===== config.mk =====
export PLATFORM = sky130hd
export DESIGN_NAME = serial_tx_unit
export DESIGN_NICKNAME = d
export VERILOG_FILES = /design/src/rtl/serial_tx_unit.sv
export SDC_FILE = /design/constraint.sdc
export NUM_CORES = 1
export LEC_CHECK = 0
export ABC_AREA = 1
export BUFFER_PORTS_ARGS = -buffer_cell sky130_fd_sc_hd__buf_2
export CAP_MARGIN = 20
export CORE_UTILIZATION = 53
export CTS_BUF_LIST = sky130_fd_sc_hd__clkbuf_4
export DETAILED_ROUTE_END_ITERATION = 10
export GPL_TIMING_DRIVEN = 0
export PLACE_DENSITY = 0.76
export SLEW_MARGIN = 15
export SYNTH_ARGS = -nofsm -noshare
export SYNTH_HDL_FRONTEND = slang
export SYNTH_SLANG_ARGS = --single-unit

===== constraint.sdc =====
create_clock -name Clk -period 1.7 [get_ports Clk]
set_input_delay 0.085 -clock Clk [delete_from_list [all_inputs] [get_ports Clk]]
set_output_delay 0.085 -clock Clk [all_outputs]
set_load 0.01 [all_outputs]

===== src/rtl/serial_tx_unit.sv =====
// Word serializer: loads a DATA_W word, sends it LANE_W bits per beat, CLK_DIV clocks per beat.
// Latency: first beat on the cycle after the start edge; no backpressure, StartTx is a level handshake held through DONE.
// Optional even-parity trailer beat when SERIAL_TX_PARITY_EN is defined.
module serial_tx_unit #(
    parameter int DATA_W  = 32,
    parameter int LANE_W  = 1,
    parameter int CLK_DIV = 1
) (
    input  logic              Clk,
    input  logic              Reset,
    input  logic [DATA_W-1:0] DataIn,
    input  logic              Sample,
    input  logic              StartTx,
    input  logic              MsbFirst,
    output logic [LANE_W-1:0] Dout,
    output logic              DoutValid,
    output logic              TxBusy,
    output logic              TxDone
);

    localparam int DATA_BEATS = DATA_W / LANE_W;
`ifdef SERIAL_TX_PARITY_EN
    localparam int BEATS = DATA_BEATS + 1;
`else
    localparam int BEATS = DATA_BEATS;
`endif
    localparam int CNT_W = $clog2(BEATS + 1);

    localparam logic [1:0] S_IDLE  = 2'd0;
    localparam logic [1:0] S_SHIFT = 2'd1;
    localparam logic [1:0] S_DONE  = 2'd2;

    localparam logic [CNT_W-1:0] LAST_BEAT = CNT_W'(BEATS - 1);
    localparam logic [7:0]       DIV_LAST  = 8'(CLK_DIV - 1);

    if (DATA_W < 8 || DATA_W > 64) begin : g_bad_data_w
        $error("serial_tx_unit: DATA_W must be 8..64");
    end
    if (LANE_W < 1 || (DATA_W % LANE_W) != 0) begin : g_bad_lane_w
        $error("serial_tx_unit: LANE_W must divide DATA_W evenly");
    end
    if (CLK_DIV < 1 || CLK_DIV > 255) begin : g_bad_clk_div
        $error("serial_tx_unit: CLK_DIV must be 1..255");
    end

    logic [1:0]        state;
    logic [DATA_W-1:0] hold_q;
    logic [DATA_W-1:0] shift_q;
    logic              dir_q;
    logic [CNT_W-1:0]  beat_cnt;
    logic [7:0]        div_cnt;
    logic [LANE_W-1:0] dout_q;
    logic [CNT_W-1:0]  next_idx;
    logic [LANE_W-1:0] next_dout;

    // Beat k of a word in the chosen lane order.
    function automatic logic [LANE_W-1:0] data_beat(input logic [DATA_W-1:0] word,
                                                    input logic msb, input int k);
        if (msb)
            return LANE_W'(word >> (DATA_W - LANE_W - k * LANE_W));
        else
            return LANE_W'(word >> (k * LANE_W));
    endfunction

    always_comb begin
        next_idx  = beat_cnt + CNT_W'(1);
        next_dout = data_beat(shift_q, dir_q, int'(next_idx));
`ifdef SERIAL_TX_PARITY_EN
        if (int'(next_idx) == DATA_BEATS)
            next_dout = {LANE_W{^shift_q}};
`endif
    end

    always_ff @(posedge Clk or negedge Reset) begin
        if (!Reset) begin
            state    <= S_IDLE;
            hold_q   <= '0;
            shift_q  <= '0;
            dir_q    <= 1'b0;
            beat_cnt <= '0;
            div_cnt  <= '0;
            dout_q   <= '0;
        end else begin
            case (state)
                S_IDLE: begin
                    if (Sample)
                        hold_q <= DataIn;
                    // Shift register takes the pre-edge holding value even if Sample is also high.
                    if (StartTx) begin
                        shift_q  <= hold_q;
                        dir_q    <= MsbFirst;
                        beat_cnt <= '0;
                        div_cnt  <= '0;
                        dout_q   <= data_beat(hold_q, MsbFirst, 0);
                        state    <= S_SHIFT;
                    end
                end
                S_SHIFT: begin
                    if (div_cnt == DIV_LAST) begin
                        div_cnt <= '0;
                        if (beat_cnt == LAST_BEAT) begin
                            state <= S_DONE;
                        end else begin
                            beat_cnt <= next_idx;
                            dout_q   <= next_dout;
                        end
                    end else begin
                        div_cnt <= div_cnt + 8'd1;
                    end
                end
                S_DONE: begin
                    if (Sample)
                        hold_q <= DataIn;
                    if (!StartTx)
                        state <= S_IDLE;
                end
                default: state <= S_IDLE;
            endcase
        end
    end

    assign Dout      = dout_q;
    assign DoutValid = (state == S_SHIFT);
    assign TxBusy    = (state == S_SHIFT);
    assign TxDone    = (state == S_DONE);

endmodule


# --- Yosys cells after proc, flatten, opt, wreduce, memory -nomap -nowiden ---
# Cells that the tools add are included.
totals:
  latchBits: 0
  ram_bits: 0
  elab_cells: 47
  ff_bits: 82
  romBits: 0
  n_memories: 0
op_classes:
  n_lt_le_gt_ge: 0
  n_div: 0
  n_shift: 2
  addsub: 3
  mux: 18
  n_eq_ne: 8
  reduce_logical: 9
  n_bitwise: 0
  n_mul: 0
ops:
  columns: ["op", "n"]
  rows:
  - ["right shift 32 x 32 -> 1 bit", 1]
  - ["right shift 32 x 6 -> 1 bit", 1]
  - ["2-to-1 mux 6 bit", 3]
  - ["2-to-1 mux 8 bit", 2]
  - ["case mux 8 bit (2 select lines)", 1]
  - ["case mux 6 bit (2 select lines)", 1]
  - ["adder 8 x 1 -> 8 bit, second input constant", 1]
  - ["logical NOT 8 bit", 1]
  - ["2-to-1 mux 2 bit", 4]
  - ["AND reduction 4 bit", 2]
  - ["subtractor 5 x 6 -> 7 bit, first input constant", 1]
  - ["adder 6 x 1 -> 6 bit, second input constant", 1]
  - ["== test 6 x 5 -> 1 bit, second input constant", 1]
  - ["inequality test 2 bit, second input constant", 3]
  - ["case mux 2 bit (3 select lines)", 1]
  - ["AND reduction 2 bit", 3]
  - ["2-to-1 mux 1 bit", 5]
  - ["inequality test 2 x 1 -> 1 bit, second input constant", 2]
  - ["== test 2 x 1 -> 1 bit, second input constant", 1]
  - ["== test 2 bit, second input constant", 1]
  - ["logical NOT 2 bit", 1]
  - ["case mux 1 bit (2 select lines)", 1]
  - ["nonzero test 2 bit", 1]
  - ["OR reduction 2 bit", 1]

# --- Longest topological paths before layout ---
logic_depth:
  depth_word: 7
  ltp_mapped: 13
  mapped_depth_nobuf: 13

# --- Worst setup path before layout ---
# No wires, ideal clock.
synth_timing:
  kind: "reg-to-reg"
  start: "reg beat_cnt[0]"
  end: "reg dout_q (netlist: Dout)"
  arrival_ns: 1.737
  required_ns: 1.627
  path_stages_with_launch: 9
  setup_slack_ns: -0.110
  path_buffers: 0
  cell_sequence: "dfrtp_1 -> ha_1 -> xnor2_1 -> nand3_1 -> nand3_1 -> nand3_1 -> nand3_1 -> nand3_1 -> a21oi_2"
synth_via:
  elab_chain_cells: 7
synth_rtl:
  columns: ["element", "line_no", "source"]
  rows:
  - ["start, declared", "50", "logic [CNT_W-1:0] beat_cnt;"]
  - ["start signal, assigned", "104", "beat_cnt <= next_idx;"]
  - ["adder 6 x 1 -> 6 bit", "66", "next_idx = beat_cnt + CNT_W'(1);"]
  - ["subtractor 5 x 6 -> 7 bit", "60", "return LANE_W'(word >> (DATA_W - LANE_W - k * LANE_W));"]
  - ["right shift 32 x 32 -> 1 bit", "60", null]
  - ["2-to-1 mux 1 bit", "59", "if (msb)"]
  - ["2-to-1 mux 1 bit", "101", "if (beat_cnt == LAST_BEAT) begin"]
  - ["2-to-1 mux 1 bit", "99", "if (div_cnt == DIV_LAST) begin"]
  - ["case mux 1 bit (2 select lines)", "84", "case (state)"]
  - ["end signal, assigned", "94", "dout_q <= data_beat(hold_q, MsbFirst, 0);"]
  - ["end signal, assigned", "105", "dout_q <= next_dout;"]
  - ["end, declared", "52", "logic [LANE_W-1:0] dout_q;"]
# Parallel ways exist; a longest one is shown, timed or not. The select of a mux whose other input is x is not followed.
# A chain may end at the register's enable or synchronous reset.

# --- Worst setup path in the final report ---
layout_timing:
  start: "reg beat_cnt[1]"
  end: "reg dout_q (netlist: Dout)"
# The elaborated chain is that of the path after synthesis.

==> results.txt <==
Reg clk slew, reported paths: 0.13 ns
Async SR Flop Fraction: 1.000
CP Capture Type: flop
P&R area growth vs syn: 32.45%
ANT cells: 0
Largest net degree at the start of global routing: 50
Dpl ws: -0.3475 ns
Max-slew violation total from the final report: 0
Initial Util: 0.5560
Filler instances: 528
Worst endpoint required time: 2.03 ns
TNS Setup: -0.08632 ns
PD cells: 1831 mW/mm^2
Setup-failing EPs final: 2
Most common cell in the netlist: nand2_1
Final worst path period need: 1.763 ns
Yosys warns: 0
Clk_lat worst skew: 0.43 ns
First-pass GRT wire length: 15040 um
Syn Inst Count: 472
GR peak layer: met2
Status: finished, violations left
Complex-gate fraction of the synthesized area: 0.1310
CTS max path bufs: 2
Path depth of the worst reg2reg path: 11
Crit share post-route: 1.037
Number of flops mapped to enable cells by yosys: 0
Area of the multi-input gates: 0.001608 mm^2
Rows: 30
CTS root buf: clkbuf_4
Total gr overflow: 0
Top FF cell, synth: dfrtp_1
Die outline width: 87.12 um
Post-Syn Nets: 512
Avg WL per Cell: 13.71 um
Crit-path most repeated cell: inv_2
Post-Synth XOR/XNOR Area: 0.01597
Leakage power: 2.632 nW
Synth unique cells: 33
Failing checks: negative setup slack
H-tree lvl count: 3
Reg-to-Reg End: Dout$_DFFE_PN0P_
Mux share of post-synthesis cell area: 0
Hpwl dp: 5634 um
Register area share after synthesis: 0.5344
Antenna violations before repair: 0
Largest family of logic cells by synthesized area: simple AND/OR/NAND/NOR gates
Peak VDD IR: 0.8098 mV
R2r startpoint: beat_cnt[1]$_DFFE_PN0P_
Area share of the largest cell type after synthesis: 0.5344
Worst Path Buf+Inv: 4
Drt via density: 5.129
IO Pins: 41
GR Util All Layers: 0.2596
Crit-path max FO: 4
#FFs+latches synth: 82
CTS Buf Count: 9
Fmax: 567.1 MHz
Arr. time, crit path: 2.10 ns
Final RePlAce weighted congestion: 0.8758
Worst Tran Pin Value: 0.4580 ns
Met3 usage: 0.04171
Rel. slew slack: 0.6947
Post-Synth Simple-Gate Area: 0.1988
Max-cap violations: 0
CP max stage cell: dfrtp_1
Sink Count: 82
Netlist area before placement: 0.003840 mm^2
Hold WC Path Type: primary input to async pin
Area contributors post-synth: dfrtp_1, nand2_1, inv_1
Final hold slack: 0.1465 ns
Layout Nets: 612
CP peak stage delay: 0.43 ns
Post-layout util: 0.7364
RSZ-0062 raised after global routing: yes
I/O Buffers: 40
Reg-to-reg slack, setup: -0.06 ns
Mean Syn Cell Area: 8.135 um^2
Vias: 3452
Seq. cell area: 0.002053 mm^2
Drt total wl: 9224 um
DRC: 0
GRT met1 Usage: 0.3141
M2 GR Usage: 0.4538
Core ar.: 0.006907 mm^2
CP Class: flop to flop
Worst setup margin: -0.06345 ns
DRT antenna net count: 0
Area of the die: 0.007590 mm^2
Layout cell share with drive strength beyond 1: 0.2322
Top cells by count, synth: nand2_1, inv_1, dfrtp_1
Worst Skew: 0.01531 ns
Vias in the first global route: 3464
CP delay by family, top: flip-flops
CTS tree: built
Die height: 87.12 um
Startpoint Class: flop
Initial DRC count: 234
Post-Synth Adder-Cell Area: 0.009775
Crit-path cells: ha_4 > nand2_4 > inv_4 > nand3_4 > o21ai_2 > inv_2 > o21ai_4 > inv_2 > or2_1 > inv_2 > a21oi_2
Hold Vio Cnt, Final: 0
Yosys top cell by area: dfrtp_1
DRT Pass-1 Iters: 4
worst reg2reg max path: stages, from the launching register on:
cell,delay (ns)
dfrtp_1,0.43
ha_4,0.17
nand2_4,0.07
inv_4,0.09
nand3_4,0.08
o21ai_2,0.18
inv_2,0.07
o21ai_4,0.19
inv_2,0.06
or2_1,0.24
inv_2,0.06
a21oi_2,0.03
cell type report:
type,instances,share of cell area
tap,96,0.02362
sequential,82,0.4037
clock inverter,6,0.01599
multi-input combinational,283,0.3161
clock buffer,10,0.01476
timing repair buffer,89,0.1383
buffer,17,0.02017
inverter,90,0.06740
state kept, by name, indices dropped and copies added, names as in the netlist:
| register | cells |
|---|---|
| Dout | 1 |
| beat_cnt | 6 |
| dir_q | 1 |
| div_cnt | 8 |
| hold_q | 32 |
| shift_q | 32 |
| state | 2 |
routing by layer:
metal / wire (um) / part of all wire
met1: 3892 / 0.42
met5: 0 / 0
met3: 315 / 0.034
met4: 120 / 0.013
met2: 4896 / 0.53
metrics by stage:
step                total power [W]  instance area [um^2]  std cells
finish                     0.009313                  5086        673
global route                0.01006                  5086        673
CTS                        0.008355                  4801        665
detailed placement         0.006776                  4205        609
global placement           0.006612                  4175        608
floorplan                  0.005828                  3855        472
repair_timing:
action / 4_1_cts / 5_1_grt
setup endpoints to repair: 16 / 45
hold buffers: 35 / 0
resized for setup: 9 / 58
endpoints found under the hold margin: 116 / 0
buffers inserted: 5 / 8
pin swaps: 4 / 11
cell families (layout without fill, tap and decap cells):
logic type      count (synthesis)  count (layout)
compound gates                 92              92
xor+xnor                        7               7
fa+ha+maj                       3               3
buf+inv                       107             212
flops                          82              82
simple gates                  181             181
layout by cell type, fill, tap and decap left out, drive strengths merged, types with 2 or more instances in the layout:
cell | netlist | layout
clkbuf | 10 | 22
clkinv | 1 | 3
nand3 | 42 | 42
o21ai | 45 | 45
bufinv | 0 | 2
a21oi | 39 | 39
ha | 3 | 3
nand2 | 92 | 92
nor3 | 2 | 2
dlygate4sd3 | 0 | 35
xor2 | 5 | 5
xnor2 | 2 | 2
inv | 89 | 90
nor2 | 42 | 42
o22ai | 4 | 4
buf | 7 | 59
dfrtp | 82 | 82
report_power, final:
part           internal, W  switching (W)
combinational      0.00202        0.00285
clock             0.000604       0.000649
sequential         0.00280       0.000398
how the worst max path moves through the flow:
stage | startpoint | end | cells after the start
2_1_floorplan | beat_cnt[0]$_DFFE_PN0P_ | Dout$_DFFE_PN0P_ | 8
3_3_place_gp | beat_cnt[0]$_DFFE_PN0P_ | Dout$_DFFE_PN0P_ | 8
3_5_place_dp | beat_cnt[0]$_DFFE_PN0P_ | Dout$_DFFE_PN0P_ | 8
4_1_cts | beat_cnt[0]$_DFFE_PN0P_ | Dout$_DFFE_PN0P_ | 8
5_1_grt | beat_cnt[0]$_DFFE_PN0P_ | Dout$_DFFE_PN0P_ | 11
6_report | beat_cnt[1]$_DFFE_PN0P_ | Dout$_DFFE_PN0P_ | 11
(Power assumes the default switching activity.)
